==> config.mk <==
export PLATFORM = sky130hd
export DESIGN_NAME = accum_scan_display_flat
export DESIGN_NICKNAME = d
export VERILOG_FILES = /design/src/rtl/accum_scan_display_if.sv /design/src/rtl/accum_scan_display.sv /design/src/flat_wrapper.sv
export SDC_FILE = /design/constraint.sdc
export NUM_CORES = 1
export LEC_CHECK = 0
export CORE_ASPECT_RATIO = 2
export CORE_MARGIN = 5
export CORE_UTILIZATION = 50
export CTS_CLUSTER_SIZE = 30
export DETAILED_ROUTE_END_ITERATION = 7
export PLACE_DENSITY = 0.74
export RECOVER_POWER = 50
export SYNTH_ARGS = -nofsm -noshare
export SYNTH_HDL_FRONTEND = slang
export SYNTH_SLANG_ARGS = --single-unit
==> constraint.sdc <==
create_clock -name clk -period 4.01 [get_ports clk]
set_input_delay 0.6015 -clock clk [delete_from_list [all_inputs] [get_ports clk]]
set_output_delay 0.6015 -clock clk [all_outputs]
set_load 0.02 [all_outputs]
==> src/rtl/accum_scan_display_if.sv <==
// Board-side signal bundle for the accumulator: switch operand, op select, load button
// and the accumulator / seven-segment outputs.
interface accum_scan_display_if #(
    parameter int N = 8
);
    logic [N-1:0] x;
    logic [1:0]   op;
    logic         signed_mode;
    logic         btn;
    logic [N-1:0] acc;
    logic         ovf;
    logic [6:0]   sseg;
    logic [7:0]   AN;
    logic         DP;

    modport master (
        output x, op, signed_mode, btn,
        input  acc, ovf, sseg, AN, DP
    );

    modport slave (
        input  x, op, signed_mode, btn,
        output acc, ovf, sseg, AN, DP
    );
endinterface

==> src/rtl/accum_scan_display.sv <==
// N-bit accumulator loaded by a debounced button press, with sticky overflow and a
// time-multiplexed hex seven-segment display of the accumulator.
module accum_scan_display #(
    parameter int N               = 8,
    parameter int DEBOUNCE_CYCLES = 1000000,
    parameter int REFRESH_BITS    = 17
) (
    input logic                clk,
    input logic                reset,
    accum_scan_display_if.slave bus
);
    localparam int DIGITS = N / 4;
    localparam int CNT_W  = (DEBOUNCE_CYCLES > 1) ? $clog2(DEBOUNCE_CYCLES) : 1;
    localparam logic [CNT_W-1:0] CNT_LAST = CNT_W'(DEBOUNCE_CYCLES - 1);
    localparam logic [2:0]       IDX_LAST = 3'(DIGITS - 1);

    typedef enum logic [1:0] {
        OP_ADD  = 2'b00,
        OP_SUB  = 2'b01,
        OP_CLR  = 2'b10,
        OP_HOLD = 2'b11
    } op_e;

    function automatic logic [6:0] hex_font(input logic [3:0] v);
        logic [6:0] seg;
        case (v)
            4'h0: seg = 7'b1000000;
            4'h1: seg = 7'b1111001;
            4'h2: seg = 7'b0100100;
            4'h3: seg = 7'b0110000;
            4'h4: seg = 7'b0011001;
            4'h5: seg = 7'b0010010;
            4'h6: seg = 7'b0000010;
            4'h7: seg = 7'b1111000;
            4'h8: seg = 7'b0000000;
            4'h9: seg = 7'b0010000;
            4'hA: seg = 7'b0001000;
            4'hB: seg = 7'b0000011;
            4'hC: seg = 7'b1000110;
            4'hD: seg = 7'b0100001;
            4'hE: seg = 7'b0000110;
            default: seg = 7'b0001110;
        endcase
        return seg;
    endfunction

    // carry/borrow for the unsigned rule; sign-flip test for the two's-complement rule
    function automatic logic ovf_detect(
        input logic [N-1:0] a,
        input logic [N-1:0] b,
        input logic [N:0]   r,
        input logic         is_sub,
        input logic         sm
    );
        logic signed [N-1:0] sa;
        logic signed [N-1:0] sb;
        logic signed [N-1:0] sr;
        logic                ov;
        sa = a;
        sb = b;
        sr = r[N-1:0];
        if (!sm)
            ov = r[N];
        else if (is_sub)
            ov = ((sa < 0) != (sb < 0)) && ((sr < 0) != (sa < 0));
        else
            ov = ((sa < 0) == (sb < 0)) && ((sr < 0) != (sa < 0));
        return ov;
    endfunction

    logic                    sync1_q, sync1_d;
    logic                    sync2_q, sync2_d;
    logic                    stable_q, stable_d;
    logic                    stable_prev_q, stable_prev_d;
    logic [CNT_W-1:0]        cnt_q, cnt_d;
    logic [N-1:0]            acc_q, acc_d;
    logic                    ovf_q, ovf_d;
    logic [REFRESH_BITS-1:0] refresh_q, refresh_d;
    logic [2:0]              idx_q, idx_d;

    logic                    load;
    logic [N:0]              sum;
    logic [N:0]              diff;
    logic [3:0]              nibble;
    logic [7:0]              an_w;

    always_ff @(posedge clk or posedge reset) begin
        if (reset) begin
            sync1_q       <= 1'b0;
            sync2_q       <= 1'b0;
            stable_q      <= 1'b0;
            stable_prev_q <= 1'b0;
            cnt_q         <= '0;
            acc_q         <= '0;
            ovf_q         <= 1'b0;
            refresh_q     <= '0;
            idx_q         <= 3'd0;
        end else begin
            sync1_q       <= sync1_d;
            sync2_q       <= sync2_d;
            stable_q      <= stable_d;
            stable_prev_q <= stable_prev_d;
            cnt_q         <= cnt_d;
            acc_q         <= acc_d;
            ovf_q         <= ovf_d;
            refresh_q     <= refresh_d;
            idx_q         <= idx_d;
        end
    end

    // Button synchronizer and debounce
    always_comb begin
        sync1_d       = bus.btn;
        sync2_d       = sync1_q;
        stable_d      = stable_q;
        stable_prev_d = stable_q;
        cnt_d         = '0;
        if (sync2_q != stable_q) begin
            if (cnt_q == CNT_LAST)
                stable_d = sync2_q;
            else
                cnt_d = cnt_q + 1'b1;
        end
    end

    assign load = stable_q & ~stable_prev_q;

    // Accumulator update on the load cycle
    always_comb begin
        sum   = {1'b0, acc_q} + {1'b0, bus.x};
        diff  = {1'b0, acc_q} - {1'b0, bus.x};
        acc_d = acc_q;
        ovf_d = ovf_q;
        if (load) begin
            case (op_e'(bus.op))
                OP_ADD: begin
                    acc_d = sum[N-1:0];
                    ovf_d = ovf_q | ovf_detect(acc_q, bus.x, sum, 1'b0, bus.signed_mode);
                end
                OP_SUB: begin
                    acc_d = diff[N-1:0];
                    ovf_d = ovf_q | ovf_detect(acc_q, bus.x, diff, 1'b1, bus.signed_mode);
                end
                OP_CLR: begin
                    acc_d = '0;
                    ovf_d = 1'b0;
                end
                default: ;
            endcase
        end
    end

    // Digit scan
    always_comb begin
        refresh_d = refresh_q + 1'b1;
        idx_d     = idx_q;
        if (&refresh_q)
            idx_d = (idx_q == IDX_LAST) ? 3'd0 : idx_q + 3'd1;
    end

    always_comb begin
        nibble = acc_q[3:0];
        an_w   = 8'hFF;
        for (int d = 0; d < DIGITS; d++) begin
            if (idx_q == 3'(d)) begin
                nibble  = acc_q[4*d +: 4];
                an_w[d] = 1'b0;
            end
        end
    end

    assign bus.acc  = acc_q;
    assign bus.ovf  = ovf_q;
    assign bus.AN   = an_w;
    assign bus.sseg = hex_font(nibble);
    assign bus.DP   = ~(ovf_q && (idx_q == IDX_LAST));

endmodule

==> src/flat_wrapper.sv <==
// flat-port wrapper written by rule: the top's interface ports become plain ports
module accum_scan_display_flat 
#(
    parameter int N               = 8,
    parameter int DEBOUNCE_CYCLES = 1000000,
    parameter int REFRESH_BITS    = 17
)
  (clk, reset, bus_x, bus_op, bus_signed_mode, bus_btn, bus_acc, bus_ovf, bus_sseg, bus_AN, bus_DP);
  accum_scan_display_if #(.N(N)) bus_i ();
  input logic clk;
  input logic reset;
  input wire logic [$bits(bus_i.x)-1:0] bus_x;
  input wire logic [$bits(bus_i.op)-1:0] bus_op;
  input wire logic [$bits(bus_i.signed_mode)-1:0] bus_signed_mode;
  input wire logic [$bits(bus_i.btn)-1:0] bus_btn;
  output wire logic [$bits(bus_i.acc)-1:0] bus_acc;
  output wire logic [$bits(bus_i.ovf)-1:0] bus_ovf;
  output wire logic [$bits(bus_i.sseg)-1:0] bus_sseg;
  output wire logic [$bits(bus_i.AN)-1:0] bus_AN;
  output wire logic [$bits(bus_i.DP)-1:0] bus_DP;
  assign bus_i.x = bus_x;
  assign bus_i.op = bus_op;
  assign bus_i.signed_mode = bus_signed_mode;
  assign bus_i.btn = bus_btn;
  assign bus_acc = bus_i.acc;
  assign bus_ovf = bus_i.ovf;
  assign bus_sseg = bus_i.sseg;
  assign bus_AN = bus_i.AN;
  assign bus_DP = bus_i.DP;
  accum_scan_display #(.N(N), .DEBOUNCE_CYCLES(DEBOUNCE_CYCLES), .REFRESH_BITS(REFRESH_BITS)) u_core (.clk(clk), .reset(reset), .bus(bus_i));
endmodule
# --- Yosys cells after proc, flatten, opt, wreduce, memory -nomap -nowiden ---
# Memories as Yosys holds them, arrays and structs flattened.
# Cells that the tools add are included.
totals:
  reg_bits: 53
  latchBits: 0
  ram_bits: 0
  mem_bits_ro: 112
  inputBits: 14
  out_inout_bits: 25
  elab_cells: 56
  n_memories: 1
op_classes:
  n_addsub: 5
  n_mul: 0
  n_div: 0
  magnitude_cmp: 4
  eq_ne: 9
  n_shift: 0
  n_mux: 14
  n_bitwise: 5
  n_reduce_logical: 9
mem_list:
  columns: ["name", "words", "word_bits", "read_ports", "rd_ports_with_merged_regs", "wr", "line_no", "source"]
  rows:
  - ["(no name shown)", 16, 7, 1, 0, 0, "accum_scan_display.sv:26", "case (v)"]
op_table:
  columns: ["cell", "n"]
  rows:
  - ["$mux 20", 2]
  - ["$lt 8x1->1 const B", 4]
  - ["$pmux 8 s3", 1]
  - ["$add 20x1->20 const B", 1]
  - ["$eq 20x20->1 const B", 1]
  - ["$add 17x1->17 const B", 1]
  - ["$reduce_and 17->1", 1]
  - ["$add 8x8->9", 1]
  - ["$sub 8x8->9", 1]
  - ["$mux 1", 8]
  - ["$mux 4", 1]
  - ["$ne 1x1->1", 4]
  - ["$reduce_and 2->1", 2]
  - ["$add 3x1->3 const B", 1]
  - ["$eq 3x1->1 const B", 1]
  - ["$logic_and 1x1->1", 3]
  - ["$logic_not 3->1", 1]
  - ["$mux 3", 1]
  - ["$pmux 1 s3", 1]
  - ["$reduce_bool 3->1", 1]
  - ["$eq 2x1->1 const B", 1]
  - ["$eq 2x2->1 const B", 1]
  - ["$logic_not 2->1", 1]
  - ["$not 1->1", 2]
  - ["3 further kinds", 4]

# --- Depth between registers and ports, before layout ---
# Gate-level depths: netlist of run 1.
depth:
  depth_word: 9
  mapped_depth: 10
  mapped_depth_nobuf: 9

# --- Worst setup path before layout of run 1 ---
# OpenSTA, ideal clock, no wires.
synth_path:
  path_kind: "register to output"
  start: "reg u_core.idx_q[2]"
  end: "out bus_sseg[0]"
  arrival_ps: 2037
  required_time_ps: 3408
  setup_slack_ps: 1371
  path_stages_with_launch: 8
  path_buffers: 1
  cell_sequence: "dfrtp_1 -> nor3b_1 -> buf_2 -> nor2_1 -> a21oi_1 -> ha_1 -> inv_1 -> o31ai_1"
synth_between:
  elab_chain_len: 3
synth_rtl:
  columns: ["element", "line_no", "source"]
  rows:
  - ["from (decl)", "accum_scan_display.sv:79", "logic [2:0] idx_q, idx_d;"]
  - ["from (signal assigned)", "accum_scan_display.sv:107", "idx_q <= idx_d;"]
  - ["$eq 3x1->1", "accum_scan_display.sv:165", "if (idx_q == 3'(d)) begin"]
  - ["$mux 4", "accum_scan_display.sv:165", null]
  - ["$mem_v2 16x7", null, null]
  - ["to (decl)", "flat_wrapper.sv:18", "output wire logic [$bits(bus_i.sseg)-1:0] bus_sseg;"]
# No other way between the ends.

# --- Final worst setup path of run 1 ---
layout_path:
  start: "reg u_core.idx_q[2]"
  end: "out bus_sseg[3]"
# Same word-level chain as after synthesis.

==> metrics.cfg, run 1 <==
[clock_network]
clockBufferDepth = 2
clk_pin_slew_ps = 60
cts_hold_buf = 0
postCtsSetupRepairBufs = 0
clk-insertion-delay-late_ps = 300
htree_num_levels = 2
cts.sinks = 53
root_buffer = clkbuf_16
post_cts_resized = 0
cts_tree = done
cts_buffers = 5

[synth]
yosys_warnings = 0
synth_edf_count = 0
yosysTopAreaCell = dfrtp_1
synth_cell_types = 62
synth_flop_cell = dfrtp_1
ys_async_sr_fraction = 1.00
synth_seq_area_share = 0.366
synth_area_per_cell_um2 = 9.09
syn_area_um2 = 3630
synth_top_area_frac = 0.366
ys_ff_latch = 53
synth_area_leaders = dfrtp_1, ha_1, xnor2_1
synthCells = 399

[die]
fp.dieW_um = 70.2
num_rows = 44
initial_core_util = 0.507
ios = 39
dieArea_um2 = 9160
coreArea_um2 = 7160
die_h_um = 130

[drt]
detail-route-antenna-nets = 0
routed_via_density = 5.54
vias = 2887
drt-total-wl_um = 7540
wl_per_cell_um = 14.5
firstDrtPassIters = 5
first_iter_violations = 210
drc = 0

[cells_and_area]
nNetsFinal = 472
final_layout_size_suffix_gt1_frac = 0.0536
finalNonFillerCells = 521
n_antenna_cell = 0
area_growth_pct = 14.7
fill_cells = 620

[global_route]
use_met1 = 0.222
met2_usage = 0.276
grt_first_pass_wirelength_um = 12600
grt_pass1_vias = 2703
grt-ovfl-total = 0
gr-usage-met3 = 0.0314
grt_use_total = 0.167
gr-max-usage-layer = met2
antenna_found_initial = 0
grt_start_max_net_pins = 28

[power]
combPwrFrac = 0.088
internal_power_w = 0.000875
clockPowerShare = 0.440
p_sw_frac = 0.236
p_per_area_nw_per_um2 = 275
switchingPower_w = 0.000270
seqPwrFrac = 0.472
ir_worst_vdd_v = 0.000228
power.leakage_nw = 1.88

[timing]
setup_total_negative_slack_ps = 0
period_needed_ps = 3490
max_clock_freq_mhz = 287
post-route-period-util = 0.870
skew_ps = 11.7
worstMarginPinSlew_ps = 1550
finalSetupViolCount = 0
slew_violations = 28
maxSlewHeadroom = -0.0301
rsz0062_at_grt = no
finalHoldViolations = 0

[placement]
hpwl_um = 5560
dp.cells = 513
globalplace.congestion = 0.876
io_buffer_count = 32

[setup_path]
startpoint_type = flip-flop
setup.worst_path.end_class = primary output
r2r_cells = 8
path_max_fanout = 10
crit_arrival_ps = 2890
cpPeakStageDelay_ps = 650
cp_slowest_cell = clkdlybuf4s50_1
reg2reg_to = u_core.bus.ovf$_DFFE_PP0P_
crit_top_cell = nor2_1
regToRegSetupSlack_ps = 1510
worstPathRequired_ps = 3410
r2r-start = u_core.bus.acc[0]$_DFFE_PP0P_
critPathKind = flip-flop to primary output
path_cells = nor3b_1 -> buf_4 -> nor2_1 -> a21oi_1 -> ha_1 -> nor2_1 -> a211oi_1 -> a31oi_1 -> clkdlybuf4s50_1

[status]
outcome = complete, but fails checks
violations = max-capacitance violations, max-slew violations

[job]
drv_cap = 1

[worst_hold_path]
min_from = u_core.sync1_q$_DFF_PP0_
hold_end = u_core.sync2_q$_DFF_PP0_
whs_path_depth = 0
hold_path_class = flip-flop to flip-flop

==> cell usage in the layout (no fill, tap or decap), types with 3 or more instances in the layout <==
cell             count
mux2i_1              3
o21ai_0             17
clkdlybuf4s50_1     30
conb_1               6
mux2_2               3
nand2b_1            13
a211oi_1             5
inv_1               28
nor2b_1              3
nand3_1             16
a21oi_1              8
o31ai_1              5
a31oi_1              3
dfrtp_1             53
o211ai_1             5
nand2_1             32
nor2_1              44
nand4_1              7
xnor2_1             21
xor2_1              16
nor4_1               5
and3_1               8
nor3_1               8
clkbuf_16            5
or2_2                3
ha_1                28
==> per-layer routing <==
metal,vias to the layer above,share of wire
li1,1436,-
met1,1375,0.45
met3,17,0.038
met2,59,0.49
met5,-,0
met4,0,0.019
==> power groups by stage <==
stage	registers [W]	clock network (W)	logic (W)
global route	0.000541	0.000538	0.000113
CTS	0.000540	0.000513	0.000101
finish	0.000541	0.000504	0.000100
global placement	0.000551	0	0.0000999
floorplan	0.000550	0	0.0000752
detailed placement	0.000551	0	0.000101
==> flip-flops by register name, summed over array words and instances, names as in the netlist <==
signal and flops:
u_core.bus.acc 8, u_core.bus.ovf 1, u_core.cnt_q 20, u_core.sync2_q 1
u_core.refresh_q 17, u_core.sync1_q 1, u_core.stable_prev_d 1, u_core.stable_prev_q 1
u_core.idx_q 3
==> logic make-up (layout without fill, tap and decap cells) <==
family,count (synthesis),count (layout),synth area share
AND/OR/NAND/NOR,157,157,0.221
AO/OA/AOI/OAI,69,69,0.138
flip-flops,53,53,0.366
buffers and inverters,46,71,0.0597
XOR/XNOR,37,37,0.0894
adder cells (fa/ha/maj),30,30,0.108
multiplexers,6,6,0.0176
other,1,6,0.00103
==> cell type report <==
class                      instances  area [um2]  area share
clock buffer                       5         125      0.0301
clock inverter                     3        47.5      0.0114
inverter                          28         105      0.0253
multi-input combinational        305        2100       0.505
sequential                        53        1330       0.319
tap                               92         115      0.0277
timing repair buffer              35         339      0.0815
==> cells in the mapped netlist (2+ instances only) <==
cell,number
inv_1,28
nand2b_1,13
xor2_1,16
nand4_1,7
buf_4,8
clkbuf_1,4
a211oi_1,5
or3b_1,2
a221oi_1,2
mux2i_1,3
or3_1,2
nand3_1,16
o22ai_1,2
o211ai_1,5
nor2b_1,3
nor2_1,44
a32o_1,2
fa_1,2
a311oi_1,2
nor3_1,8
o21bai_1,2
ha_1,28
xnor2_1,21
or2_2,3
dfrtp_1,53
a31oi_1,3
or4_1,2
a21oi_1,8
nor3b_1,2
buf_2,5
o31ai_1,5
nand2_1,32
o21ai_0,17
mux2_2,3
nor4_1,5
o31a_1,2
and4_1,2
and3_1,8
==> worst max-delay path by stage <==
stage                     slack [ps]                        start           to
after floorplan                 1370  u_core.idx_q[2]$_DFFE_PP0P_  bus_sseg[0]
after global placement           900  u_core.idx_q[2]$_DFFE_PP0P_  bus_sseg[3]
after detailed placement         850  u_core.idx_q[2]$_DFFE_PP0P_  bus_sseg[3]
after CTS                        540  u_core.idx_q[2]$_DFFE_PP0P_  bus_sseg[3]
after global routing             380  u_core.idx_q[0]$_DFFE_PP0P_  bus_sseg[3]
final                            520  u_core.idx_q[2]$_DFFE_PP0P_  bus_sseg[3]
==> critical path, delay by kind of cell, from the launching register on <==
| family | cells | cell delay, ps |
|---|---|---|
| buffers and inverters | 2 | 860 |
| adder cells (fa/ha/maj) | 1 | 340 |
| AO/OA/AOI/OAI | 3 | 620 |
| AND/OR/NAND/NOR | 3 | 360 |
| flip-flops | 1 | 410 |
==> through the flow <==
stage	util	cell area, um2	hold WS [ps]	total power (W)	setup slack, ps
after CTS	0.582	4160	351	0.00115	536
after detailed placement	0.558	3990	336	0.000652	847
final	0.581	4160	349	0.00114	521
after floorplan	-	3640	331	0.000626	1370
after global routing	0.581	4160	367	0.00119	378
after global placement	0.558	3990	335	0.000651	898
Power figures use the tool's default switching activity.
==> run 2, diff against run 1 <==
==> constraint.sdc (replaced) <==
create_clock -name clk -period 4.01 [get_ports clk]
set_input_delay 0.802 -clock clk [delete_from_list [all_inputs] [get_ports clk]]
set_output_delay 0.802 -clock clk [all_outputs]
set_load 0.02 [all_outputs]
==> metrics.cfg, run 2 (synthesis gave the netlist of run 1 again) <==
[clock_network]
root_buffer = clkbuf_16
cts_tree = done
postCtsSetupRepairBufs = 0  ; unchanged
clk-insertion-delay-late_ps = 290  ; about the same
clk_pin_slew_ps = 70  ; about the same
cts_buffers = 5  ; unchanged
htree_num_levels = 2  ; unchanged
clockBufferDepth = 2  ; unchanged
cts.sinks = 53  ; unchanged
post_cts_resized = 0  ; unchanged
cts_hold_buf = 0  ; unchanged

[die]
fp.dieW_um = 70.2  ; unchanged
coreArea_um2 = 7160  ; unchanged
num_rows = 44  ; unchanged
initial_core_util = 0.507  ; unchanged
die_h_um = 130  ; unchanged
dieArea_um2 = 9160  ; unchanged
ios = 39  ; unchanged

[status]
violations = max-capacitance violations, max-slew violations
outcome = complete, but fails checks

[power]
fin_total_pwr_w = 0.00115  ; about the same
clockPowerShare = 0.441  ; about the same
ir_worst_vdd_v = 0.000334  ; +46%
p_per_area_nw_per_um2 = 275  ; about the same
switchingPower_w = 0.000270  ; about the same
seqPwrFrac = 0.472  ; about the same
internal_power_w = 0.000876  ; +0.10%
combPwrFrac = 0.087  ; about the same
p_sw_frac = 0.235  ; about the same
power.leakage_nw = 1.88  ; about the same

[timing]
max_clock_freq_mhz = 267  ; -7.0%
skew_ps = 4.78  ; -6.88 ps
slew_violations = 40  ; +43%
setup_total_negative_slack_ps = 0  ; unchanged
finalHoldViolations = 0  ; unchanged
worstMarginPinSlew_ps = 1510  ; -33.2 ps
maxSlewHeadroom = -0.00902  ; +0.0210
post-route-period-util = 0.935  ; +0.0652
finalSetupViolCount = 0  ; unchanged
rsz0062_at_grt = no
period_needed_ps = 3750  ; +262 ps

[drt]
firstDrtPassIters = 4  ; -1
drt-total-wl_um = 7580  ; +0.58%
routed_via_density = 5.44  ; -1.8%
detail-route-antenna-nets = 0  ; unchanged
vias = 2835  ; -1.8%
wl_per_cell_um = 14.5  ; +0.58%
first_iter_violations = 241  ; +15%
drc = 0  ; unchanged

[placement]
io_buffer_count = 32  ; unchanged
placed_cell_area_um2 = 3990  ; unchanged
hpwl_um = 5560  ; +0.11%
globalplace.congestion = 0.934  ; +6.6%

[setup_path]
endpoint = bus_sseg[3]
reg2reg_to = u_core.bus.ovf$_DFFE_PP0P_
crit_arrival_ps = 2950  ; +60 ps
startpoint_type = flip-flop
path_max_fanout = 10  ; unchanged
cp.depth = 9  ; unchanged
setup.worst_path.end_class = primary output
regToRegSetupSlack_ps = 1510  ; about the same
critPathKind = flip-flop to primary output
worstPathRequired_ps = 3210  ; -200 ps
path_cells = nor3b_1 -> buf_4 -> nor2_1 -> a21oi_1 -> ha_1 -> nor2_1 -> a211oi_1 -> a31oi_1 -> clkdlybuf4s50_1
crit_top_cell = nor2_1
cp-startpoint = u_core.idx_q[2]$_DFFE_PP0P_
r2r-start = u_core.bus.acc[4]$_DFFE_PP0P_
cpPeakStageDelay_ps = 650  ; about the same
cp_slowest_cell = clkdlybuf4s50_1
r2r_cells = 6  ; -2
path_buf_inv = 2  ; unchanged
crit_family = buffers and inverters

[worst_hold_path]
hold_path_class = flip-flop to flip-flop

[cells_and_area]
nNetsFinal = 472  ; unchanged
layout_common_cells = dfrtp_1, nor2_1, nand2_1, clkdlybuf4s50_1
n_antenna_cell = 0  ; unchanged
area_growth_pct = 14.8  ; about the same
largest_register_ffs = 20  ; unchanged
layout_commonest_cell = dfrtp_1
top_register = u_core.cnt_q
fin_util = 0.582  ; about the same
final_layout_size_suffix_gt1_frac = 0.0536  ; unchanged
fin_area_um2 = 4160  ; about the same

[global_route]
grt_start_max_net_pins = 40  ; +43%
grt_use_total = 0.169  ; +0.00202
grt_first_pass_wirelength_um = 12700  ; +0.82%
grt-ovfl-total = 0  ; unchanged
grt_pass1_vias = 2779  ; +2.8%
antenna_found_initial = 0  ; unchanged

[job]
drv_cap = 1  ; unchanged

-- run 2: cell count changes in the layout (fill, tap and decap cells not counted) --
cell / delta
inv_8: +1
inv_6: -2
clkinv_4: +1
-- run 2: final cells by class --
| cell class | count | area [um2] |
|---|---|---|
| Clock buffer | 5 | 125 |
| Clock inverter | 3 | 50.0 |
| Fill cell | 647 | 2990 |
| Inverter | 28 | 105 |
| Multi-Input combinational cell | 305 | 2100 |
| Sequential cell | 53 | 1330 |
| Tap cell | 92 | 115 |
| Timing Repair Buffer | 35 | 339 |
-- run 2: layer usage --
| layer | vias up | wire [um] | global-route usage |
|---|---|---|---|
| li1 | 1434 | - | - |
| met1 | 1325 | 3510 | 0.229 |
| met5 | - | 0 | 0 |
| met2 | 68 | 3660 | 0.281 |
| met3 | 8 | 329 | 0.0253 |
| met4 | 0 | 82 | 0.0530 |
-- run 2: how the worst min path moves through the flow --
stage | startpoint | end | slack [ps] | depth (start not counted)
final | u_core.sync1_q$_DFF_PP0_ | u_core.sync2_q$_DFF_PP0_ | 350 | 0
after detailed placement | u_core.sync1_q$_DFF_PP0_ | u_core.sync2_q$_DFF_PP0_ | 340 | 0
after floorplan | u_core.sync1_q$_DFF_PP0_ | u_core.sync2_q$_DFF_PP0_ | 330 | 0
after global placement | u_core.sync1_q$_DFF_PP0_ | u_core.sync2_q$_DFF_PP0_ | 330 | 0
after CTS | u_core.sync1_q$_DFF_PP0_ | u_core.sync2_q$_DFF_PP0_ | 360 | 0
after global routing | u_core.sync1_q$_DFF_PP0_ | u_core.sync2_q$_DFF_PP0_ | 380 | 0
-- run 2: power by group through the flow --
stage          Combinational [W]  Clock [W]  Sequential [W]
2_1_floorplan          0.0000752          0        0.000550
3_3_place_gp            0.000100          0        0.000551
3_5_place_dp            0.000100          0        0.000551
4_1_cts                 0.000101   0.000520        0.000540
5_1_grt                 0.000113   0.000542        0.000541
6_report               0.0000998   0.000506        0.000540
-- run 2: metrics by stage --
stage | std cells | hold WS (ps) | worst slack (ps)
final | 521 | 355 | 259
after detailed placement | 513 | 340 | 631
after CTS | 521 | 358 | 290
after global routing | 521 | 382 | 27.5
after floorplan | 404 | 331 | 1170
after global placement | 513 | 334 | 717
==> RTL edit: new RTL, settings of run 1 <==
Register the output `bus.sseg`, without a reset; this adds one clock of latency there.
--- a/src/rtl/accum_scan_display.sv
+++ b/src/rtl/accum_scan_display.sv
@@ -174,3 +174,5 @@
     assign bus.AN   = an_w;
-    assign bus.sseg = hex_font(nibble);
+    always_ff @(posedge clk) begin
+        bus.sseg <= hex_font(nibble);
+    end
     assign bus.DP   = ~(ovf_q && (idx_q == IDX_LAST));
Check against the original RTL: no difference found for any inputs over 10 cycles, from zero or initial values and one cycle with reset high; that may be too few to reach the edited logic, so the function may still have changed.
==> RTL edit against run 1 <==
Sequential cell count is 7 higher. Setup slack gained 770 ps. Global-route usage is 1.8 points higher. The run still ends with capacitance limit, slew limit left. Power up 28%. Maximum frequency increased by 28%. Design area rose by 1.4%. Area after synthesis is 2.4% lower. Largest power group is now clock. Routed wire length is 2.6% higher.
==> RTL edit: results (changes against run 1) <==
metric,value,unit,change
layout.nonclk_buf_share,7.948,%,-0.20 points
n_all_inverters,26,,-7.1%
clk_share,7.058,%,+2.9 points
leakage,1.897,nW,+0.94%
die_area,0.008958,mm2,-2.2%
drv_slew,54,,+93%
arrival,2920,ps,+30 ps
fin_nets,448,,-5.1%
tightest_slew,1971,ps,+425.8 ps
r2r-start,u_core.bus.acc[4]$_DFFE_PP0P_,,
status,"complete, but fails checks",,
hold_slack,345.4,ps,-3.592 ps
ys_types,60,,-3.2%
place_ws,965.2,ps,+118.2 ps
critPathSlowestCell,or4_1,,
synthTopCellsByArea,"dfrtp_1, ha_1, xnor2_1",,
max-cap-violations,1,,unchanged
reg2reg_slack,1620,ps,+110 ps
clk_latency,330,ps,+30 ps
dpl_cell_area,0.003921,mm2,-1.8%
dr_wl_met3,296,um,+2.4%
ir_drop,0.3314,mV,+45%
violations,"capacitance limit, slew limit",,
setup.worst_path.start,bus_x[4],,
drt_iter0_drc,126,,-40%
globalRouteMet3Util,4.613,%,+1.5 points
fin_crit_sh,67.85,%,-19 points
use_met1,17.60,%,-4.5 points
reg2reg_depth,6,,-2
placed_cells,483,,-5.8%
drive_gt1_share,7.335,%,+2.0 points
grt_pass1_wl,12970,um,+3.3%
[RTL edit: cell families (layout without fill, tap and decap cells)]
| family | count (synthesis) | count (layout) | share of synthesized area, % |
|---|---|---|---|
| adder cells (fa/ha/maj) | 30 | 30 | 11.04 |
| other | 1 | 6 | 0.1060 |
| flip-flops | 60 | 60 | 41.46 |
| AO/OA/AOI/OAI | 57 | 57 | 12.10 |
| AND/OR/NAND/NOR | 133 | 133 | 18.18 |
| multiplexers | 5 | 5 | 1.627 |
| buffers and inverters | 38 | 76 | 5.093 |
| XOR/XNOR | 42 | 42 | 10.40 |
[RTL edit: where the power goes]
| part | switching [mW] | internal (mW) | leakage [nW] |
|---|---|---|---|
| Combinational | 0.0581 | 0.0339 | 0.988 |
| Sequential | 0.00341 | 0.609 | 0.765 |
| Clock | 0.246 | 0.515 | 0.144 |
